### src/rtl/config_frame_fsm_pkg.sv
// Shared types and constants for the configuration frame parser.
// Holds the FSM state encoding, the default sync pattern and the header field positions.
package config_frame_pkg;

  typedef enum logic [1:0] {
    UNSYNCED = 2'd0,
    HEADER   = 2'd1,
    DATA     = 2'd2
  } cfg_state_e;

  localparam logic [31:0] SYNC_WORD  = 32'hFAB0_FAB1;
  localparam int          DESYNC_BIT = 20;
  localparam int          ADDR_MSB   = 31;

endpackage

### src/rtl/config_frame_fsm_if.sv
// Word-in / frame-out bus between the word assembler, the parser and the row registers.
// The slave modport is the parser's view; the master modport is the word source's view.
interface config_frame_fsm_if #(
  parameter int FrameBitsPerRow   = 32,
  parameter int RowSelectWidth    = 5,
  parameter int FrameAddressWidth = 8
);
  logic [FrameBitsPerRow-1:0]   WriteData;
  logic                         WriteStrobe;
  logic [FrameBitsPerRow-1:0]   FrameData_O;
  logic [RowSelectWidth-1:0]    RowSelect;
  logic [FrameAddressWidth-1:0] FrameAddress;
  logic                         FrameStrobe;
  logic                         ConfigActive;

  modport slave (
    input  WriteData, WriteStrobe,
    output FrameData_O, RowSelect, FrameAddress, FrameStrobe, ConfigActive
  );

  modport master (
    output WriteData, WriteStrobe,
    input  FrameData_O, RowSelect, FrameAddress, FrameStrobe, ConfigActive
  );
endinterface

### src/rtl/config_frame_fsm.sv
// Configuration word parser: hunts for the sync word, decodes frame headers and
// steers data words onto the shared row bus, then pulses FrameStrobe per frame.
module config_frame_fsm
  import config_frame_pkg::*;
#(
  parameter int          FrameBitsPerRow   = 32,
  parameter int          RowSelectWidth    = 5,
  parameter int          NumberOfRows      = 16,
  parameter int          FrameAddressWidth = 8,
  parameter int          DesyncFlagBit     = DESYNC_BIT,
  parameter logic [31:0] SyncWord          = SYNC_WORD
) (
  input  logic               CLK,
  input  logic               RESET,
  config_frame_fsm_if.slave  bus
);

  localparam logic [RowSelectWidth-1:0] LAST_ROW  = RowSelectWidth'(NumberOfRows);
  localparam logic [RowSelectWidth-1:0] FIRST_ROW = RowSelectWidth'(1);

  cfg_state_e                   state_q;
  logic                         active_q;
  logic [FrameBitsPerRow-1:0]   data_q;
  logic [RowSelectWidth-1:0]    row_q;
  logic [RowSelectWidth-1:0]    cnt_q;
  logic [FrameAddressWidth-1:0] addr_q;
  logic [FrameAddressWidth-1:0] addr_stash_q;
  logic                         stash_vld_q;
  logic                         pend_q;
  logic                         strobe_q;

  logic [FrameAddressWidth-1:0] hdr_addr_d;
  logic                         is_sync_d;

  assign hdr_addr_d = bus.WriteData[ADDR_MSB -: FrameAddressWidth];
  assign is_sync_d  = (bus.WriteData == SyncWord[FrameBitsPerRow-1:0]);

  always_ff @(posedge CLK or posedge RESET) begin
    if (RESET) begin
      state_q      <= UNSYNCED;
      active_q     <= 1'b0;
      data_q       <= '0;
      row_q        <= '0;
      cnt_q        <= '0;
      addr_q       <= '0;
      addr_stash_q <= '0;
      stash_vld_q  <= 1'b0;
      pend_q       <= 1'b0;
      strobe_q     <= 1'b0;
    end else begin
      row_q    <= '0;
      strobe_q <= pend_q;
      pend_q   <= 1'b0;
      // A header accepted while the strobe is pending is applied after the pulse,
      // so FrameAddress stays stable for the whole FrameStrobe cycle.
      if (stash_vld_q) begin
        addr_q      <= addr_stash_q;
        stash_vld_q <= 1'b0;
      end
      if (bus.WriteStrobe) begin
        case (state_q)
          UNSYNCED: begin
            if (is_sync_d) begin
              state_q  <= HEADER;
              active_q <= 1'b1;
            end
          end
          HEADER: begin
            if (!is_sync_d) begin
              if (bus.WriteData[DesyncFlagBit]) begin
                state_q  <= UNSYNCED;
                active_q <= 1'b0;
              end else begin
                if (pend_q) begin
                  addr_stash_q <= hdr_addr_d;
                  stash_vld_q  <= 1'b1;
                end else begin
                  addr_q <= hdr_addr_d;
                end
                cnt_q   <= FIRST_ROW;
                state_q <= DATA;
              end
            end
          end
          DATA: begin
            data_q <= bus.WriteData;
            row_q  <= cnt_q;
            if (cnt_q == LAST_ROW) begin
              state_q <= HEADER;
              pend_q  <= 1'b1;
            end else begin
              cnt_q <= cnt_q + 1'b1;
            end
          end
          default: begin
            state_q  <= UNSYNCED;
            active_q <= 1'b0;
          end
        endcase
      end
    end
  end

  assign bus.FrameData_O  = data_q;
  assign bus.RowSelect    = row_q;
  assign bus.FrameAddress = addr_q;
  assign bus.FrameStrobe  = strobe_q;
  assign bus.ConfigActive = active_q;

endmodule
### src/flat_wrapper.sv
// flat-port wrapper written by rule: the top's interface ports become plain ports
module config_frame_fsm_flat import config_frame_pkg::*;
#(
  parameter int          FrameBitsPerRow   = 32,
  parameter int          RowSelectWidth    = 5,
  parameter int          NumberOfRows      = 16,
  parameter int          FrameAddressWidth = 8,
  parameter int          DesyncFlagBit     = DESYNC_BIT,
  parameter logic [31:0] SyncWord          = SYNC_WORD
)
  (CLK, RESET, bus_WriteData, bus_WriteStrobe, bus_FrameData_O, bus_RowSelect, bus_FrameAddress, bus_FrameStrobe, bus_ConfigActive);
  config_frame_fsm_if #(.FrameBitsPerRow(FrameBitsPerRow), .RowSelectWidth(RowSelectWidth), .FrameAddressWidth(FrameAddressWidth)) bus_i ();
  input  logic CLK;
  input  logic RESET;
  input wire logic [$bits(bus_i.WriteData)-1:0] bus_WriteData;
  input wire logic [$bits(bus_i.WriteStrobe)-1:0] bus_WriteStrobe;
  output wire logic [$bits(bus_i.FrameData_O)-1:0] bus_FrameData_O;
  output wire logic [$bits(bus_i.RowSelect)-1:0] bus_RowSelect;
  output wire logic [$bits(bus_i.FrameAddress)-1:0] bus_FrameAddress;
  output wire logic [$bits(bus_i.FrameStrobe)-1:0] bus_FrameStrobe;
  output wire logic [$bits(bus_i.ConfigActive)-1:0] bus_ConfigActive;
  assign bus_i.WriteData = bus_WriteData;
  assign bus_i.WriteStrobe = bus_WriteStrobe;
  assign bus_FrameData_O = bus_i.FrameData_O;
  assign bus_RowSelect = bus_i.RowSelect;
  assign bus_FrameAddress = bus_i.FrameAddress;
  assign bus_FrameStrobe = bus_i.FrameStrobe;
  assign bus_ConfigActive = bus_i.ConfigActive;
  config_frame_fsm #(.FrameBitsPerRow(FrameBitsPerRow), .RowSelectWidth(RowSelectWidth), .NumberOfRows(NumberOfRows), .FrameAddressWidth(FrameAddressWidth), .DesyncFlagBit(DesyncFlagBit), .SyncWord(SyncWord)) u_core (.CLK(CLK), .RESET(RESET), .bus(bus_i));
endmodule
### config.mk
export PLATFORM = sky130hd
export DESIGN_NAME = config_frame_fsm_flat
export DESIGN_NICKNAME = d
export VERILOG_FILES = /design/src/rtl/config_frame_fsm_pkg.sv /design/src/rtl/config_frame_fsm_if.sv /design/src/rtl/config_frame_fsm.sv /design/src/flat_wrapper.sv
export SDC_FILE = /design/constraint.sdc
export NUM_CORES = 1
export LEC_CHECK = 0
export CAP_MARGIN = 15
export CORE_MARGIN = 3
export CORE_UTILIZATION = 46
export CTS_CLUSTER_DIAMETER = 40
export DETAILED_ROUTE_END_ITERATION = 10
export PLACE_DENSITY = 0.78
export SYNTH_ARGS = -nofsm -noshare
export SYNTH_HDL_FRONTEND = slang
export SYNTH_SLANG_ARGS = --single-unit
### constraint.sdc
create_clock -name CLK -period 2.15 [get_ports CLK]
set_clock_uncertainty 0.2 [all_clocks]
set_input_delay 0.215 -clock CLK [delete_from_list [all_inputs] [get_ports CLK]]
set_output_delay 0.215 -clock CLK [all_outputs]
set_load 0.02 [all_outputs]
==> impl_metrics.env <==
export IMPL_status="completed"
export IMPL_synth_area_leaders="dfrtp_1, nand2_1, mux2_2, mux2i_1, a21oi_1"
export IMPL_post_dp_hpwl_um=4450
export IMPL_grt_usage_pct=19.9
export IMPL_nNetsFinal=388
export IMPL_cts_resized=0
export IMPL_cp_arrival_ps=1840
export IMPL_setup_slack_ps=355
export IMPL_area_growth_syn_to_layout_pct=42.5
export IMPL_crit_slowest_cell="or4b_1"
export IMPL_path_cells="or4b_1 > nor3_1 > nand3_1 > o21ai_1"
export IMPL_cp_start_kind="register"
export IMPL_portBuffers=81
export IMPL_critical_path_top_delay_family="simple AND/OR/NAND/NOR gates"
export IMPL_worst_pin_slew_ps=444
export IMPL_vdd_ir_drop_max_mv=0.443
export IMPL_synth_seq_cells=64
export IMPL_p_leak_nw=1.80
export IMPL_drive_above_1_share_pct=10.4
export IMPL_power_density_nw_per_um2=622
export IMPL_async_flop_share_pct=100
export IMPL_ant_nets=0
export IMPL_drc_errors=0
export IMPL_place_gp_congestion=0.782
export IMPL_power_switching_uw=503
export IMPL_diodes=0
export IMPL_routedWlPerCell_um=14.3
export IMPL_rsz0062_at_grt="no"
export IMPL_pwr_share_clk_pct=43.6
export IMPL_synth_largest_area_cell="dfrtp_1"
export IMPL_p_sw_share_pct=21.5
export IMPL_coreArea_um2=5340
export IMPL_cts_buffers=9
export IMPL_grt_pass1_wl_um=9990
export IMPL_grt_start_max_net_pins=65
export IMPL_worstSetupPathType="reg -> reg"
export IMPL_mappedNetlistArea_um2=2640
export IMPL_fmax_mhz=557
export IMPL_routed_via_density=5.04
export IMPL_antenna_found_initial=0
export IMPL_syn_num_nets=298
export IMPL_yosysSeqAreaShare_pct=60.7
export IMPL_synth_most_common_cell="nand2_1"
export IMPL_maxCapViolations=0
export IMPL_hold_buffers=0
export IMPL_p_comb_share_pct=5.0
export IMPL_seq_power_share_pct=51.5
export IMPL_cp_slowest_stage_delay_ps=550
export IMPL_syn_inst=261
export IMPL_cts_root_buffer="clkbuf_8"
export IMPL_vias=2147
export IMPL_ys_flop_type="dfrtp_1"
export IMPL_num_rows=26
export IMPL_postLayoutCoreUtil_pct=70.5
export IMPL_die_y_um=81.7
export IMPL_crit_fanout=7
export IMPL_end_kind="register"
export IMPL_clock_latency_ps=330
export IMPL_die_w_um=81.7
export IMPL_relSlewSlack_pct=70.4
export IMPL_synth_edff_count=0
export IMPL_drv_slew=0
export IMPL_hp_class="in -> async"
export IMPL_avgSynthCellArea_um2=10.1
export IMPL_drt_total_wl_um=6080
export IMPL_min_period_ps=1800
export IMPL_intPower_mw=1.84
export IMPL_start_util_pct=49.5
export IMPL_dieArea_um2=6680
export IMPL_drt_initial_drc_count=109
export IMPL_required_ps=2200
export IMPL_place_ws_ps=87.3
export IMPL_clock_sinks=64
export IMPL_synth_top_cells_by_count="nand2_1, dfrtp_1, nor2_1"
export IMPL_finalCritPeriodShare_pct=83.5
export IMPL_yosysWarnings=0
export IMPL_post_cts_buffers=0
export IMPL_globalRoute_totalOverflow=0
export IMPL_cts_tree="built"
export IMPL_setup_violations=0
export IMPL_cts_clk_slew_worst_paths_ps=70
export IMPL_grt_pass1_vias=2189
export IMPL_first_pass_iters=4
export IMPL_finalHoldViolations=0
export IMPL_tns_ps=0
export IMPL_path_buf_inv=0
export IMPL_yosysUniqueCellTypes=36
export IMPL_cts_max_level=3
export IMPL_yosysTopAreaCellShare_pct=60.7
export IMPL_io_pins=82
export IMPL_clockBufferDepth=2
worst reg2reg max path, delay by kind of cell (launching register included):
| family | cells | cell delay [ps] |
|---|---|---|
| compound gates | 1 | 140 |
| flops | 1 | 450 |
| simple gates | 3 | 920 |
cells by family after synthesis:
logic type	Yosys count	synth area share [%]
buffers and inverters	17	2.94
multiplexers	16	6.45
AO/OA/AOI/OAI	19	4.08
AND/OR/NAND/NOR	141	24.2
adder cells (fa/ha/maj)	2	0.948
XOR/XNOR	2	0.664
flip-flops	64	60.7
flip-flops by register name, summed over array words and instances (netlist names):
name	flops
u_core.addr_stash_q	8
u_core.bus.ConfigActive	1
u_core.bus.FrameAddress	8
u_core.bus.FrameData_O	32
u_core.bus.FrameStrobe	1
u_core.bus.RowSelect	5
u_core.cnt_q	5
u_core.pend_q	1
u_core.stash_vld_q	1
u_core.state_q	2
metal layers:
metal	routed length [µm]	up-vias	global-route usage (%)
met2	2890	59	32.2
met3	403	12	5.92
met4	121	0	9.63
met1	2670	1041	24.3
met5	0	-	0
li1	-	1035	-
cell type report:
type	instances	area, µm²
Sequential cell	64	1600
Inverter	6	22.5
Timing Repair Buffer	90	891
Multi-Input combinational cell	180	960
Clock inverter	5	56.3
Fill cell	414	1580
Clock buffer	11	141
Tap cell	70	87.6
worst paths after layout:
kind / startpoint / end / slack, ps / depth (start not counted)
hold / removal: RESET / u_core.bus.RowSelect[4] / 70 / 3
setup reg to reg: u_core.state_q[1] / u_core.state_q[0] / 350 / 4
min in group CLK: u_core.pend_q / u_core.bus.FrameStrobe / 210 / 0
hold reg to reg: u_core.pend_q / u_core.bus.FrameStrobe / 210 / 0
max in group asynchronous: RESET / u_core.addr_stash_q[5] / 1410 / 3
setup / recovery: u_core.state_q[1] / u_core.state_q[0] / 350 / 4
cells in the final DEF (no fill, tap or decap), drive strengths merged, types with 2 or more instances in the layout:
| master | n |
|---|---|
| nor2 | 14 |
| nand4b | 3 |
| clkbuf | 11 |
| inv | 6 |
| and2 | 3 |
| o21ai | 4 |
| or4b | 2 |
| a21oi | 12 |
| nand3b | 2 |
| dfrtp | 64 |
| nand3 | 2 |
| clkdlybuf4s50 | 81 |
| mux2 | 8 |
| mux2i | 8 |
| buf | 9 |
| ha | 2 |
| clkinv | 3 |
| nor3 | 3 |
| or4bb | 2 |
| xor2 | 2 |
| nand4 | 2 |
| nand2 | 101 |
through the flow:
stage                     power [mW]  cell area [µm²]  hold WS [ps]  cells
after global placement          1.34             3560           199    410
final                           2.34             3760          74.1    426
after CTS                       2.36             3760          74.1    426
after detailed placement        1.34             3560           205    410
after floorplan                 1.25             2640           120    261
after global routing            2.42             3760          99.7    426
power by group through the flow:
stage	sequential, mW	clock, mW	combinational [mW]
finish	1.20	1.02	0.116
global placement	1.23	0	0.117
global route	1.20	1.09	0.127
detailed placement	1.23	0	0.118
floorplan	1.23	0	0.0255
CTS	1.20	1.04	0.119
No activity file was read; power rests on OpenSTA's default activity.
